==> config.mk <==
export PLATFORM = sky130hd
export DESIGN_NAME = vga_window_addr_gen_flat
export DESIGN_NICKNAME = d
export VERILOG_FILES = /design/src/rtl/vga_window_addr_gen_if.sv /design/src/rtl/vga_window_addr_gen.sv /design/src/flat_wrapper.sv
export SDC_FILE = /design/constraint.sdc
export NUM_CORES = 1
export LEC_CHECK = 0
export ABC_CLOCK_PERIOD_IN_PS = 2700
export CORE_MARGIN = 2
export CORE_UTILIZATION = 49
export CTS_BUF_LIST = sky130_fd_sc_hd__clkbuf_4
export CTS_CLUSTER_DIAMETER = 150
export CTS_CLUSTER_SIZE = 10
export DETAILED_ROUTE_END_ITERATION = 10
export MAX_ROUTING_LAYER = met4
export PLACE_DENSITY = 0.81
export SLEW_MARGIN = 25
export SYNTH_ARGS = -nofsm -noshare
export SYNTH_HDL_FRONTEND = slang
export SYNTH_SLANG_ARGS = --single-unit
==> constraint.sdc <==
create_clock -name clk -period 2.7 [get_ports clk]
set_input_delay 0.27 -clock clk [delete_from_list [all_inputs] [get_ports clk]]
set_output_delay 0.27 -clock clk [all_outputs]
set_load 0.005 [all_outputs]
==> src/rtl/vga_window_addr_gen_if.sv <==
// Pixel-stream bundle between the VGA timing generator,
// the window address generator and the image RAM read port.
interface vga_window_addr_gen_if #(
  parameter int CNT_W  = 10,
  parameter int ADDR_W = 32
);

  logic [1:0]        mode;
  logic [CNT_W-1:0]  hcnt;
  logic [CNT_W-1:0]  vcnt;
  logic              hsync_in;
  logic              vsync_in;
  logic              blank_in;

  logic [ADDR_W-1:0] video_address;
  logic              in_window;
  logic              win_id;
  logic              hsync_out;
  logic              vsync_out;
  logic              blank_out;

  modport master (
    output mode,
    output hcnt,
    output vcnt,
    output hsync_in,
    output vsync_in,
    output blank_in,
    input  video_address,
    input  in_window,
    input  win_id,
    input  hsync_out,
    input  vsync_out,
    input  blank_out
  );

  modport slave (
    input  mode,
    input  hcnt,
    input  vcnt,
    input  hsync_in,
    input  vsync_in,
    input  blank_in,
    output video_address,
    output in_window,
    output win_id,
    output hsync_out,
    output vsync_out,
    output blank_out
  );

endinterface

==> src/rtl/vga_window_addr_gen.sv <==
// Pipelined frame-buffer address generator mapping hcnt/vcnt
// into one or two image windows, with aligned sync/blank.
module vga_window_addr_gen #(
  parameter int unsigned CNT_W  = 10,
  parameter int unsigned ADDR_W = 32,
  parameter int unsigned IMG_W  = 256,
  parameter int unsigned IMG_H  = 256,
  parameter int unsigned WIN0_X = 40,
  parameter int unsigned WIN1_X = 344,
  parameter int unsigned WIN_Y  = 112,
  parameter logic [ADDR_W-1:0] IMG0_BASE  = 'h0,
  parameter logic [ADDR_W-1:0] IMG1_BASE  = 'h10000,
  parameter logic [ADDR_W-1:0] BLACK_ADDR = 'h20000,
  parameter int unsigned PIPE   = 2
) (
  input logic clk,
  input logic rst,
  vga_window_addr_gen_if.slave bus
);

  localparam int unsigned W0_L = WIN0_X;
  localparam int unsigned W0_R = WIN0_X + IMG_W;
  localparam int unsigned W1_L = WIN1_X;
  localparam int unsigned W1_R = WIN1_X + IMG_W;
  localparam int unsigned Y_T  = WIN_Y;
  localparam int unsigned Y_B  = WIN_Y + IMG_H;

  // sync bundle: {hsync, vsync, blank}
  localparam logic [2:0] SYNC_RST = 3'b001;

  typedef struct packed {
    logic              hit;
    logic              id;
    logic [CNT_W-1:0]  ix;
    logic [CNT_W-1:0]  iy;
    logic [ADDR_W-1:0] base;
  } s1_t;

  logic [1:0]  mode_q;
  logic [1:0]  mode_eff;
  logic        frame_start;
  logic [31:0] h32;
  logic [31:0] v32;
  logic        y_hit;
  logic        hit0;
  logic        hit1;

  s1_t s1_d;
  s1_t s1_q;

  logic [ADDR_W-1:0] addr_d;

  logic [ADDR_W-1:0] addr_p [0:PIPE-2];
  logic              win_p  [0:PIPE-2];
  logic              id_p   [0:PIPE-2];
  logic [2:0]        sync_p [0:PIPE-1];

  // frame start loads the new mode and uses it on that same pixel
  always_comb begin
    frame_start = (bus.hcnt == '0) && (bus.vcnt == '0);
    mode_eff    = frame_start ? bus.mode : mode_q;
  end

  // mode shadow, only updated on the first pixel of a frame
  always_ff @(posedge clk) begin
    if (rst) begin
      mode_q <= 2'b00;
    end else if (frame_start) begin
      mode_q <= bus.mode;
    end
  end

  // window hit tests with exclusive right/bottom edges
  always_comb begin
    h32   = 32'(bus.hcnt);
    v32   = 32'(bus.vcnt);
    y_hit = (v32 >= Y_T) && (v32 < Y_B);
    hit0  = y_hit && (h32 >= W0_L) && (h32 < W0_R);
    hit1  = mode_eff[1] && y_hit
         && (h32 >= W1_L) && (h32 < W1_R);
  end

  // stage-1 next state: hit, window id, offsets, image base
  always_comb begin
    s1_d      = '0;
    s1_d.base = IMG0_BASE;
    unique case (1'b1)
      hit0: begin
        s1_d.hit  = 1'b1;
        s1_d.id   = 1'b0;
        s1_d.ix   = bus.hcnt - CNT_W'(WIN0_X);
        s1_d.iy   = bus.vcnt - CNT_W'(WIN_Y);
        s1_d.base = mode_eff[0] ? IMG1_BASE : IMG0_BASE;
      end
      hit1: begin
        s1_d.hit  = 1'b1;
        s1_d.id   = 1'b1;
        s1_d.ix   = bus.hcnt - CNT_W'(WIN1_X);
        s1_d.iy   = bus.vcnt - CNT_W'(WIN_Y);
        s1_d.base = mode_eff[0] ? IMG0_BASE : IMG1_BASE;
      end
      default: begin
        s1_d.hit  = 1'b0;
      end
    endcase
  end

  // stage-1 register
  always_ff @(posedge clk) begin
    if (rst) begin
      s1_q      <= '0;
      s1_q.base <= IMG0_BASE;
    end else begin
      s1_q <= s1_d;
    end
  end

  // stage-2 address: base + row*IMG_W + column, or border
  always_comb begin
    addr_d = BLACK_ADDR;
    if (s1_q.hit) begin
      addr_d = s1_q.base
             + ADDR_W'(s1_q.iy) * ADDR_W'(IMG_W)
             + ADDR_W'(s1_q.ix);
    end
  end

  // stage-2 register followed by pure delay stages
  always_ff @(posedge clk) begin
    if (rst) begin
      for (int k = 0; k <= int'(PIPE) - 2; k++) begin
        addr_p[k] <= BLACK_ADDR;
        win_p[k]  <= 1'b0;
        id_p[k]   <= 1'b0;
      end
    end else begin
      addr_p[0] <= addr_d;
      win_p[0]  <= s1_q.hit;
      id_p[0]   <= s1_q.id;
      for (int k = 1; k <= int'(PIPE) - 2; k++) begin
        addr_p[k] <= addr_p[k-1];
        win_p[k]  <= win_p[k-1];
        id_p[k]   <= id_p[k-1];
      end
    end
  end

  // sync/blank shift register matching the address latency
  always_ff @(posedge clk) begin
    if (rst) begin
      for (int k = 0; k <= int'(PIPE) - 1; k++) begin
        sync_p[k] <= SYNC_RST;
      end
    end else begin
      sync_p[0] <= {bus.hsync_in, bus.vsync_in, bus.blank_in};
      for (int k = 1; k <= int'(PIPE) - 1; k++) begin
        sync_p[k] <= sync_p[k-1];
      end
    end
  end

  assign bus.video_address = addr_p[PIPE-2];
  assign bus.in_window     = win_p[PIPE-2];
  assign bus.win_id        = id_p[PIPE-2];
  assign bus.hsync_out     = sync_p[PIPE-1][2];
  assign bus.vsync_out     = sync_p[PIPE-1][1];
  assign bus.blank_out     = sync_p[PIPE-1][0];

endmodule

==> src/flat_wrapper.sv <==
// flat-port wrapper written by rule: the top's interface ports become plain ports
module vga_window_addr_gen_flat 
#(
  parameter int unsigned CNT_W  = 10,
  parameter int unsigned ADDR_W = 32,
  parameter int unsigned IMG_W  = 256,
  parameter int unsigned IMG_H  = 256,
  parameter int unsigned WIN0_X = 40,
  parameter int unsigned WIN1_X = 344,
  parameter int unsigned WIN_Y  = 112,
  parameter logic [ADDR_W-1:0] IMG0_BASE  = 'h0,
  parameter logic [ADDR_W-1:0] IMG1_BASE  = 'h10000,
  parameter logic [ADDR_W-1:0] BLACK_ADDR = 'h20000,
  parameter int unsigned PIPE   = 2
)
  (clk, rst, bus_mode, bus_hcnt, bus_vcnt, bus_hsync_in, bus_vsync_in, bus_blank_in, bus_video_address, bus_in_window, bus_win_id, bus_hsync_out, bus_vsync_out, bus_blank_out);
  vga_window_addr_gen_if #(.CNT_W(CNT_W), .ADDR_W(ADDR_W)) bus_i ();
  input logic clk;
  input logic rst;
  input wire logic [$bits(bus_i.mode)-1:0] bus_mode;
  input wire logic [$bits(bus_i.hcnt)-1:0] bus_hcnt;
  input wire logic [$bits(bus_i.vcnt)-1:0] bus_vcnt;
  input wire logic [$bits(bus_i.hsync_in)-1:0] bus_hsync_in;
  input wire logic [$bits(bus_i.vsync_in)-1:0] bus_vsync_in;
  input wire logic [$bits(bus_i.blank_in)-1:0] bus_blank_in;
  output wire logic [$bits(bus_i.video_address)-1:0] bus_video_address;
  output wire logic [$bits(bus_i.in_window)-1:0] bus_in_window;
  output wire logic [$bits(bus_i.win_id)-1:0] bus_win_id;
  output wire logic [$bits(bus_i.hsync_out)-1:0] bus_hsync_out;
  output wire logic [$bits(bus_i.vsync_out)-1:0] bus_vsync_out;
  output wire logic [$bits(bus_i.blank_out)-1:0] bus_blank_out;
  assign bus_i.mode = bus_mode;
  assign bus_i.hcnt = bus_hcnt;
  assign bus_i.vcnt = bus_vcnt;
  assign bus_i.hsync_in = bus_hsync_in;
  assign bus_i.vsync_in = bus_vsync_in;
  assign bus_i.blank_in = bus_blank_in;
  assign bus_video_address = bus_i.video_address;
  assign bus_in_window = bus_i.in_window;
  assign bus_win_id = bus_i.win_id;
  assign bus_hsync_out = bus_i.hsync_out;
  assign bus_vsync_out = bus_i.vsync_out;
  assign bus_blank_out = bus_i.blank_out;
  vga_window_addr_gen #(.CNT_W(CNT_W), .ADDR_W(ADDR_W), .IMG_W(IMG_W), .IMG_H(IMG_H), .WIN0_X(WIN0_X), .WIN1_X(WIN1_X), .WIN_Y(WIN_Y), .IMG0_BASE(IMG0_BASE), .IMG1_BASE(IMG1_BASE), .BLACK_ADDR(BLACK_ADDR), .PIPE(PIPE)) u_core (.clk(clk), .rst(rst), .bus(bus_i));
endmodule
==> results.toml, run 1 <==
[hold_path]
hold_end = "u_core.sync_p[0][3]"
min_path_type = "flip-flop to flip-flop"
worstHoldPathCells = 1
hold_start = "u_core.sync_p[0][0]"

[synth]
syn_area_um2 = 2313
syn_area_per_cell_um2 = 9.680
ys_ff_latch = 52
ys.flop_type = "dfxtp_1"
synth_edf_count = 0
synth.mux.area_fraction_pct = 2.163
yosys.area_share.simple_pct = 22.99
synth_area_leaders = "dfxtp_1 (45%), and2_1 (4.9%), ha_1 (4.9%)"
synth_top_area_cell = "dfxtp_1"
synth_top_family_by_area = "simple AND/OR/NAND/NOR gates"
yosysUniqueCellTypes = 53
synth_xor_area_share_pct = 5.300
ys.warnings.count = 0
synth_top_cell_area_share_pct = 45.00
ys_seq_area_share_pct = 45.00
synth_common_cells = "dfxtp_1 (52), nor2_1 (25), and2_1 (18)"
synth_compound_area_share_pct = 10.06
yosys.area_share.adder_pct = 5.733
synthMostInstantiatedCell = "dfxtp_1"
syn_inst = 239
synthArstFlopShare_pct = 0

[drt]
drcViolationCount = 0
vias = 1757
avgRoutedWirePerCell_um = 12.57
drt-total-wl_mm = 4.362
vias_per_cell = 5.063
drt_iter0_drc = 132
firstDrtPassIters = 4
ant_nets = 0

[die]
dieArea_um2 = 5287
die-width_um = 72.71
ioPinCount = 64
rows = 24
core_area_um2 = 4444
die_h_um = 72.71
initial_core_util_pct = 52.06

[clock_network]
post_cts_resized = 0
tritoncts = "built"
clk_latency_ps = 350
holdBufCountCts = 0
post-cts-setup-buffers = 0
numCtsBuffers = 5
clk_pin_slew_ps = 130
root_buffer = "clkbuf_4"
htree_levels = 2
cts.sink_count = 52
cts_max_path_buffers = 2

[flow_run]
drv_cap = 0

[timing]
final_max_slew_viol_count = 0
fmax_ghz = 0.4731
rsz0062_at_grt = "no"
fin_ws_ps = 586.4
fin_worst_skew_ps = 8.534
post-route-period-util_pct = 78.28
hold_viol = 0
setup_violations = 0
finalSetupTns_ps = 0
fin_crit_ps = 2114

[finish]
num-fill-cells = 368
drive_gt1_share_pct = 11.19
insertedDiodeCount = 0
fin_nets = 331
syn2layout_area_growth_pct = 24.39

[critical_path]
end_kind = "flip-flop"
rrSetupSlack_ps = 810
r2r_cells = 5
required_ps = 2940
critPathKind = "input pin to flip-flop"
critPathArrivalTime_ps = 2360
cp-start-kind = "input pin"
path_max_fanout = 5
r2r-start = "u_core.mode_q[1]"
r2r-end = "u_core.s1_q[48]"

[grt]
grt_pass1_wl_mm = 7.196
track_usage_pct = 17.99
antenna_found_initial = 0
overflow = 0
grt_start_max_net_pins = 16
grt_pass1_vias = 1573

[status]
outcome = "complete, no violations"

[placed_design]
io_buffer_count = 50
pre_cts_ws_ps = 190.9
dp_hpwl_mm = 3.477
place.gp.congestion = 0.9993

[pwr]
p_leak_uw = 0.001145
peakVddDrop_mv = 0.1599
p_per_area_nw_per_um2 = 430.6
==> cell type report <==
cell class | instances | area [µm²] | share of cell area [%]
Clock buffer | 5 | 37.54 | 1.304
Sequential cell | 52 | 1041 | 36.17
Timing Repair Buffer | 56 | 545.5 | 18.96
Multi-Input combinational cell | 164 | 1119 | 38.87
Clock inverter | 3 | 13.76 | 0.4783
Inverter | 15 | 56.30 | 1.957
Tap cell | 52 | 65.06 | 2.261
==> through the flow <==
step	hold slack [ps]	std cells	cell area, µm²	total power, µW	utilization, %
2_1_floorplan	341.6	251	2359	888.7	-
3_3_place_gp	392.7	339	2826	945.1	63.60
3_5_place_dp	397.2	339	2826	948.0	63.60
4_1_cts	428.7	347	2878	1251	64.75
5_1_grt	448.5	347	2878	1296	64.75
6_report	425.2	347	2878	1239	64.75
==> placed cells by master (no fill, tap or decap), drive strengths merged, types with 2 or more instances in the layout <==
cell,count
a32oi,2
a21oi,7
and2,18
nand2,15
a311oi,2
mux2i,5
or4,3
dfxtp,52
or2,2
ha,9
o211ai,2
nor2b,6
inv,15
a21o,2
clkinv,3
clkbuf,5
a221oi,2
o21ai,4
conb,13
buf,6
nor4,4
nor3,3
xor2,6
and3,2
or3b,2
nand3,7
nor2,27
clkdlybuf4s50,50
xnor2,8
==> registers in the layout, indices dropped and copies added, names as in the netlist <==
| name | cells |
|---|---|
| u_core.mode_q | 2 |
| u_core.id_p | 1 |
| u_core.win_p | 1 |
| u_core.s1_q | 23 |
| u_core.sync_p | 6 |
| u_core.addr_p | 19 |
==> where the power goes <==
group	switching [µW]	internal, µW
sequential	3.41	778
clock	211	95.9
combinational	74.9	75.4
==> metal layers <==
metal / part of all wire [%] / GRT usage [%]
met3: 5.4 / 2.072
met2: 52 / 31.41
met1: 41 / 20.83
met4: 2.0 / 7.613
met5: 0 / -
==> worst max path at each step <==
| stage | start | end | cells after the start |
|---|---|---|---|
| finish | bus_vcnt[7] | u_core.s1_q[16] | 7 |
| global route | bus_vcnt[7] | u_core.s1_q[16] | 7 |
| CTS | bus_vcnt[7] | u_core.s1_q[16] | 7 |
| detailed placement | bus_vcnt[7] | u_core.s1_q[16] | 7 |
| global placement | bus_vcnt[7] | u_core.s1_q[16] | 7 |
| floorplan | bus_hcnt[8] | u_core.s1_q[16] | 7 |
==> logic make-up (layout without fill, tap and decap cells) <==
kind of cell / Yosys count / in the layout
XOR/XNOR: 14 / 14
multiplexers: 5 / 5
other: 1 / 13
AND/OR/NAND/NOR: 95 / 95
flip-flops: 52 / 52
AO/OA/AOI/OAI: 27 / 27
adder cells (fa/ha/maj): 10 / 10
buffers and inverters: 35 / 79
==> critical path: stages <==
cell             delay, ps
clkdlybuf4s50_1        490
or4_2                  670
nor4_1                 160
and3_2                 250
mux2i_1                260
mux2i_1                210
nor2_1                  50
Note: power is estimated with default switching activity, not from simulation.
==> run 2: changes to the inputs <==
ABC_CLOCK_PERIOD_IN_PS = 1710   (was 2700)
CORE_UTILIZATION = 45   (was 49)
PLACE_DENSITY = 0.79   (was 0.81)
clock period = 1.71 ns   (was 2.7 ns; I/O delays follow)
==> run 2 against run 1 <==
  * The run now ends with negative setup slack left
  * Critical path depth did not move
  * Clock skew is 1.4 ps lower
  * Largest power group unchanged
  * Largest cell class unchanged
  * Core utilization down 0.19 points
  * Critical path type unchanged
  * Sequential share of layout area shrank 4.2 points
  * Register-to-register slack lost 730 ps
  * Clock-buffer cell count rose by 1
==> results.toml, run 2 (synthesis results as in run 1) <==
[critical_path]
critPathArrivalTime_ps = 1980
end_kind = "flip-flop"
r2r-start = "u_core.mode_q[1]"
critical_path_buf_inv_count = 1
slowest_stage = "or4_4"
cp-start-kind = "input pin"
critPathKind = "input pin to flip-flop"
required_ps = 1980
path_cells = "dlygate4sd2_1 -> or4_4 -> nor4_1 -> and3_2 -> mux2i_2 -> mux2i_1 -> nor2_1"
path_max_fanout = 2
max_stage_delay_ps = 540
startpoint = "bus_hcnt[3]"
crit_family = "simple AND/OR/NAND/NOR gates"

[drt]
vias_per_cell = 4.613
drcViolationCount = 0
ant_nets = 0
drt_iter0_drc = 61
firstDrtPassIters = 4
avgRoutedWirePerCell_um = 12.03
drt-total-wl_mm = 4.826
vias = 1850

[finish]
layout_common_cells = "dfxtp_1 (51), buf_4 (40), clkdlybuf4s50_1 (34)"
fin_cells = 401
largest_reg_flops = 23
top_regs = "u_core.s1_q (23), u_core.addr_p (19), u_core.sync_p (6)"
mostFrequentLayoutCell = "dfxtp_1"
fin_nets = 367
largest-register = "u_core.s1_q"
num-fill-cells = 422
multi_input_area_um2 = 1192
seq_area_um2 = 1042
insertedDiodeCount = 0
drive_gt1_share_pct = 24.17
syn2layout_area_growth_pct = 40.72

[die]
dieArea_um2 = 5730
rows = 26
die_h_um = 75.70
core_area_um2 = 5042
die-width_um = 75.70
initial_core_util_pct = 45.88
ioPinCount = 64

[hold_path]
min_path_type = "input pin to flip-flop"
hold_start = "bus_vcnt[3]"

[timing]
fin_worst_skew_ps = 7.178
final_max_slew_viol_count = 0
holdWs_ps = 147.8
fmax_ghz = 0.5827
post-route-period-util_pct = 100.4
rsz0062_at_grt = "yes"
fin_crit_ps = 1716
setup_violations = 1
hold_viol = 0
fin_ws_ps = -6.190

[placed_design]
dp_hpwl_mm = 3.725
place.gp.congestion = 0.8471
io_buffer_count = 50
dp_cells = 390

[pwr]
p_leak_uw = 0.001386
p_per_area_nw_per_um2 = 639.7
p_seq_share_pct = 59.3
clkPwrFrac_pct = 26.5
finalPower_uw = 2083
p_sw_share_pct = 24.92
intPower_uw = 1564
p_sw_uw = 519.0
peakVddDrop_mv = 0.2819
comb_power_share_pct = 14.3

[grt]
grt_pass1_wl_mm = 7.472
grt_start_max_net_pins = 17
antenna_found_initial = 0
overflow = 0
track_usage_pct = 18.07
grt_pass1_vias = 1684

[clock_network]
numCtsBuffers = 5
holdBufCountCts = 0
clk_pin_slew_ps = 140
htree_levels = 2
tritoncts = "built"
clk_latency_ps = 350
cts_max_path_buffers = 2
root_buffer = "clkbuf_4"
cts.sink_count = 52

[flow_run]
drv_cap = 0

[status]
outcome = "finished with violations"
violations = "negative setup slack"
[run 2: cell type report]
type,count,area share (%)
clock inverters,2,0.4996
clock buffers,6,1.384
multi-input cells,164,36.63
inverters,15,1.806
repair buffers,92,24.98
flip-flops and latches,52,32.01
well taps,70,2.690
[run 2: power by group through the flow]
stage	registers, µW	clock network, µW	logic (µW)
floorplan	1260	0	144
global placement	1260	0	284
detailed placement	1260	0	286
CTS	1230	567	281
global route	1240	619	323
finish	1230	552	297
[run 2: worst reg2reg max path, delay by kind of cell (launching register included)]
family          cells  cell delay, ps
simple gates        1             460
flops               1             360
compound gates      4             750
[run 2: path summary, 6_finish.rpt]
kind	end	slack, ps	cells past startpoint
setup reg to reg	u_core.s1_q[48]	80	5
setup / recovery	u_core.s1_q[16]	-6	7
hold reg to reg	u_core.sync_p[0][3]	430	1
hold / removal	u_core.s1_q[35]	150	2
[run 2: metal layers]
layer	up-vias	track usage [%]	routed length [µm]	part of all wire (%)
li1	950	-	-	-
met1	849	20.31	2029	42
met2	47	31.98	2601	54
met3	4	3.439	162	3.4
met4	0	6.238	33	0.68
met5	-	-	0	0
[run 2: through the flow]
step	setup slack, ps	util (%)	TNS [ps]	area (µm²)
after floorplan	-53.20	-	-53.20	2369
after global placement	-554.8	61.61	-10030	3107
after detailed placement	-563.3	61.61	-10400	3107
after CTS	-14.52	63.05	-25.56	3179
after global routing	-27.56	64.57	-27.56	3256
final	-6.190	64.57	-6.190	3256
[run 2: repair_timing]
item,CTS,global route
buffers inserted,1,3
gates resized for setup,20,15
pin swaps,8,10
endpoints found under the setup margin,20,23
==> patch 1 (settings of run 1) <==
Make the reset (`rst`) asynchronous in 4 clocked blocks.
--- a/src/rtl/vga_window_addr_gen.sv
+++ b/src/rtl/vga_window_addr_gen.sv
@@ -64,3 +64,3 @@
   // mode shadow, only updated on the first pixel of a frame
-  always_ff @(posedge clk) begin
+  always_ff @(posedge clk or posedge rst) begin
     if (rst) begin
@@ -108,3 +108,3 @@
   // stage-1 register
-  always_ff @(posedge clk) begin
+  always_ff @(posedge clk or posedge rst) begin
     if (rst) begin
@@ -128,3 +128,3 @@
   // stage-2 register followed by pure delay stages
-  always_ff @(posedge clk) begin
+  always_ff @(posedge clk or posedge rst) begin
     if (rst) begin
@@ -148,3 +148,3 @@
   // sync/blank shift register matching the address latency
-  always_ff @(posedge clk) begin
+  always_ff @(posedge clk or posedge rst) begin
     if (rst) begin
Check against the original RTL: differs if rst is asserted again (counterexample within 4 cycles, from zero or initial values and one cycle with rst high); with rst held inactive, the same outputs for 10 cycles.
==> patch 1 against run 1 <==
Combinational power is 11% higher. Final area is 7.5% higher. Largest cell class is now sequential cells. Total power up 12%. Cell count decreased by 0.86%. Global-route usage is essentially flat. Register-to-register slack gained 50 ps. Largest power group unchanged. Worst setup slack got worse by 180 ps. Area after synthesis up 6.1%. Routed wire length increased by 1.5%. Sequential cell count unchanged.
==> patch 1: results (changes against run 1) <==
| Metric | Value |
|---|---|
| Yosys cell types | `46 (-13%)` |
| Post-synthesis sequential area ratio | `0.532 (+0.0819)` |
| Nets | `313 (-5.4%)` |
| Layout cells sized above 1 | `0.0975 (-0.0144)` |
| RR Endpoint | `u_core.bus.video_address[16]` |
| Biggest register | `u_core.s1_q` |
| P_leak | `1.43 nW (+25%)` |
| Final Skew | `8.86 ps (+0.326 ps)` |
| Async set-reset flop share out of synthesis | `1.00 (+1.00)` |
| Post-CTS Setup Repair Bufs | `0 (unchanged)` |
| All-Layer GR Usage | `0.180 (-0.000203)` |
| Vias in the first global route | `1,608 (+2.2%)` |
| Top_reg_cell synth | `dfrtp_1` |
| RR Startpoint | `u_core.s1_q[50]` |
| DP HPWL | `3280 um (-5.7%)` |
| Most frequent cells after synthesis | `49 x dfrtp_1, 24 x and2_1, 13 x buf_4, 13 x nor2_1, 10 x inv_1` |
| Vias per cell | `5.10 (+0.81%)` |
| Sw Pwr | `0.317 mW (+9.3%)` |
| R2R depth | `7 (+2)` |
| Sequential power | `0.806 mW (+3.2%)` |
| Ant diodes | `0 (unchanged)` |
| Routability cong. | `0.882 (-12%)` |
| Hold Path Class | `in2reg` |
| Crit Path Max Fanout | `14 (+9)` |
| Largest net degree at the start of global routing | `53 (+37)` |
| First-pass GRT wire length | `7360 um (+2.3%)` |
| Worst IR drop on VDD | `0.000208 V (+30%)` |
| Run status | `completed` |
| Crit path from | `bus_hcnt[0]` |
| Top post-synthesis cells by area | `dfrtp_1 50%, and2_1 6.1%, ha_1 4.6%` |
| Worst reg-to-reg setup slack | `860 ps (+50 ps)` |
| Crit path DAT | `2550 ps (+190 ps)` |
| Initial DRC Count | `75 (-43%)` |
| Comb pwr share | `0.120` |
| Power Combinational | `0.166 mW (+11%)` |
| Critical Path Sink | `u_core.s1_q[48]` |
[patch 1: layout make-up]
type	instances	area, sq um
tap	67	83.8
sequential	52	1310
fill	379	1690
clock inverter	3	37.5
inverter	11	41.3
multi-input combinational	149	1020
clock buffer	5	37.5
timing repair buffer	57	566
[patch 1: cell families (layout without fill, tap and decap cells)]
kind of cell,Yosys count,after routing,synth area share
multiplexers,2,2,0.00918
AND/OR/NAND/NOR,76,76,0.173
buffers and inverters,30,76,0.0693
other,1,13,0.00153
flip-flops,52,52,0.532
adder cells (fa/ha/maj),10,10,0.0541
XOR/XNOR,13,13,0.0464
AO/OA/AOI/OAI,35,35,0.114
[patch 1: worst min-delay path by stage]
stage	start	to	depth (start not counted)
finish	bus_blank_in	u_core.sync_p[3]	1
global route	bus_blank_in	u_core.sync_p[3]	1
CTS	bus_blank_in	u_core.sync_p[3]	1
detailed placement	u_core.s1_q[52]	u_core.bus.win_id	0
global placement	u_core.s1_q[52]	u_core.bus.win_id	0
floorplan	bus_blank_in	u_core.sync_p[3]	0
[patch 1: metrics by stage]
step / std cells / setup slack (ps) / area (sq um) / hold WS, ps / util
finish: 344 / 403 / 3090 / 305 / 0.647
global route: 344 / 261 / 3090 / 300 / 0.647
CTS: 344 / 411 / 3090 / 288 / 0.647
detailed placement: 336 / 10.4 / 3020 / 336 / 0.631
global placement: 336 / 78.5 / 3020 / 334 / 0.631
floorplan: 231 / 579 / 2500 / 274 / -
[patch 1: critical path, cell delays in order]
cell             delay (ps)
clkdlybuf4s50_1         430
or3_1                   450
or4_4                   560
o21ai_4                 190
a211oi_4                 90
buf_12                  170
a311oi_1                270
o22ai_1                 130
[patch 1: metal layers]
metal	track usage	wire, um
met1	0.238	1890
met2	0.277	2150
met3	0.0281	272
met4	0.0734	118
met5	-	0
==> patch 2 (config.mk and constraints of run 1) <==
Made on the original files. `CNT_W` is set to 10 in 3 places; all go to 20.
--- a/src/rtl/vga_window_addr_gen_if.sv
+++ b/src/rtl/vga_window_addr_gen_if.sv
@@ -3,3 +3,3 @@
 interface vga_window_addr_gen_if #(
-  parameter int CNT_W  = 10,
+  parameter int CNT_W  = 20,
   parameter int ADDR_W = 32
--- a/src/rtl/vga_window_addr_gen.sv
+++ b/src/rtl/vga_window_addr_gen.sv
@@ -3,3 +3,3 @@
 module vga_window_addr_gen #(
-  parameter int unsigned CNT_W  = 10,
+  parameter int unsigned CNT_W  = 20,
   parameter int unsigned ADDR_W = 32,
--- a/src/flat_wrapper.sv
+++ b/src/flat_wrapper.sv
@@ -3,3 +3,3 @@
 #(
-  parameter int unsigned CNT_W  = 10,
+  parameter int unsigned CNT_W  = 20,
   parameter int unsigned ADDR_W = 32,
Ports: changed (resized bus_hcnt and bus_vcnt); port bits go from 64 to 84. No check against the original RTL was run, so the function may have changed too.
==> patch 2 against run 1 <==
Sequential cell count is 30 higher. Via count is 72% higher. Utilization is 2.3 points higher. Non-clock buffer count is 45 higher. Routed wire length is 87% higher. Area after synthesis is 59% higher. Final area is 69% higher. Worst setup slack worse by 470 ps. Synthesized cell count is 59% higher. Clock power is 130% higher. Critical path depth is 2 higher. Total power is 70% higher. Largest cell class unchanged. Largest power group unchanged. Highest routed layer unchanged.
==> patch 2: results (changes against run 1) <==
| Metric | Value |
|---|---|
| Run status | `completed` |
| Hold_ws | `398 ps (-27.1 ps)` |
| Vias per cell | `5.13 (+1.4%)` |
| Clock Buffer Count | `11 (+6)` |
| CTS buffer count | `9 (+4)` |
| Reg area | `1640 sq um (+58%)` |
| Adder-cell share of the synthesized area | `0.106 (+0.0490)` |
| Inverters | `17 (+2)` |
| Pwr/cell area | `432 nW/um^2 (+0.29%)` |
| Top post-synthesis cells by area | `dfxtp_1 45%, ha_1 9.5%, nor2_1 4.5%` |
| Post-synthesis mux area share | `0.0150 (-0.00664)` |
| Biggest regs | `u_core.s1_q x43, u_core.addr_p x29, u_core.sync_p x6` |
| Global Route met2 Usage | `0.387 (+0.0733)` |
| Non-clk buf share | `0.200 (+0.0100)` |
| First-pass GRT wire length | `13,600 um (+89%)` |
| Worst reg-to-reg setup slack | `120 ps (-690 ps)` |
| Met2 WL | `4280 um (+89%)` |
| Largest net degree at the start of global routing | `47 (+31)` |
| Post-Place Worst Slack | `-20.1 ps (-211 ps)` |
| Placement Cell Area | `4720 sq um (+67%)` |
| Worst IR drop on VDD | `0.000238 V (+49%)` |
| Final Skew | `11.9 ps (+3.34 ps)` |
| Hold Path Class | `in2reg` |
| M1 GR Usage | `0.220 (+0.0119)` |
| Max stage delay on crit path | `420 ps (-250 ps)` |
| Post-synthesis sequential area ratio | `0.447 (-0.00280)` |
| Nets | `562 (+70%)` |
| Final non-filler cell total | `589 (+70%)` |
| Clock Latency Late Sink | `410 ps (+60 ps)` |
| H-tree Lvls | `3 (+1)` |
| Fraction of area in multi-input gates | `0.396 (+0.00740)` |
| Initial DRC Count | `109 (-17%)` |
| Most frequent cells after synthesis | `82 x dfxtp_1, 44 x nor2_1, 28 x ha_1, 17 x inv_1, 17 x nand2_1` |
| Routability cong. | `0.940 (-5.9%)` |
| Fin crit period | `2580 ps (+470 ps)` |
| Avg WL per Cell | `13.8 um (+9.9%)` |
## patch 2: cell types whose count changed after synthesis, moves of 5 or more
cell	delta
and2_1	-6
nor3b_1	+8
nor3_1	+13
ha_1	+19
clkbuf_1	+6
dfxtp_1	+30
buf_4	-11
nor2_1	+19
a21o_1	+5
o21ai_0	+10
a21oi_1	+8
## patch 2: power breakdown
group | total, mW | internal [mW] | switching [mW] | leakage (nW)
Combinational | 0.184 | 0.107 | 0.0767 | 1.28
Clock | 0.695 | 0.301 | 0.394 | 0.0745
Sequential | 1.22 | 1.22 | 0.00403 | 0.664
Total | 2.10 | 1.63 | 0.475 | 2.02
## patch 2: final timing paths
kind | to | start | cells after the start
max reg2reg | u_core.addr_p[0][27] | u_core.s1_q[33] | 9
max | u_core.addr_p[0][27] | u_core.s1_q[33] | 9
min reg2reg | u_core.sync_p[0][3] | u_core.sync_p[0][0] | 1
min | u_core.sync_p[0][1] | bus_vsync_in | 2
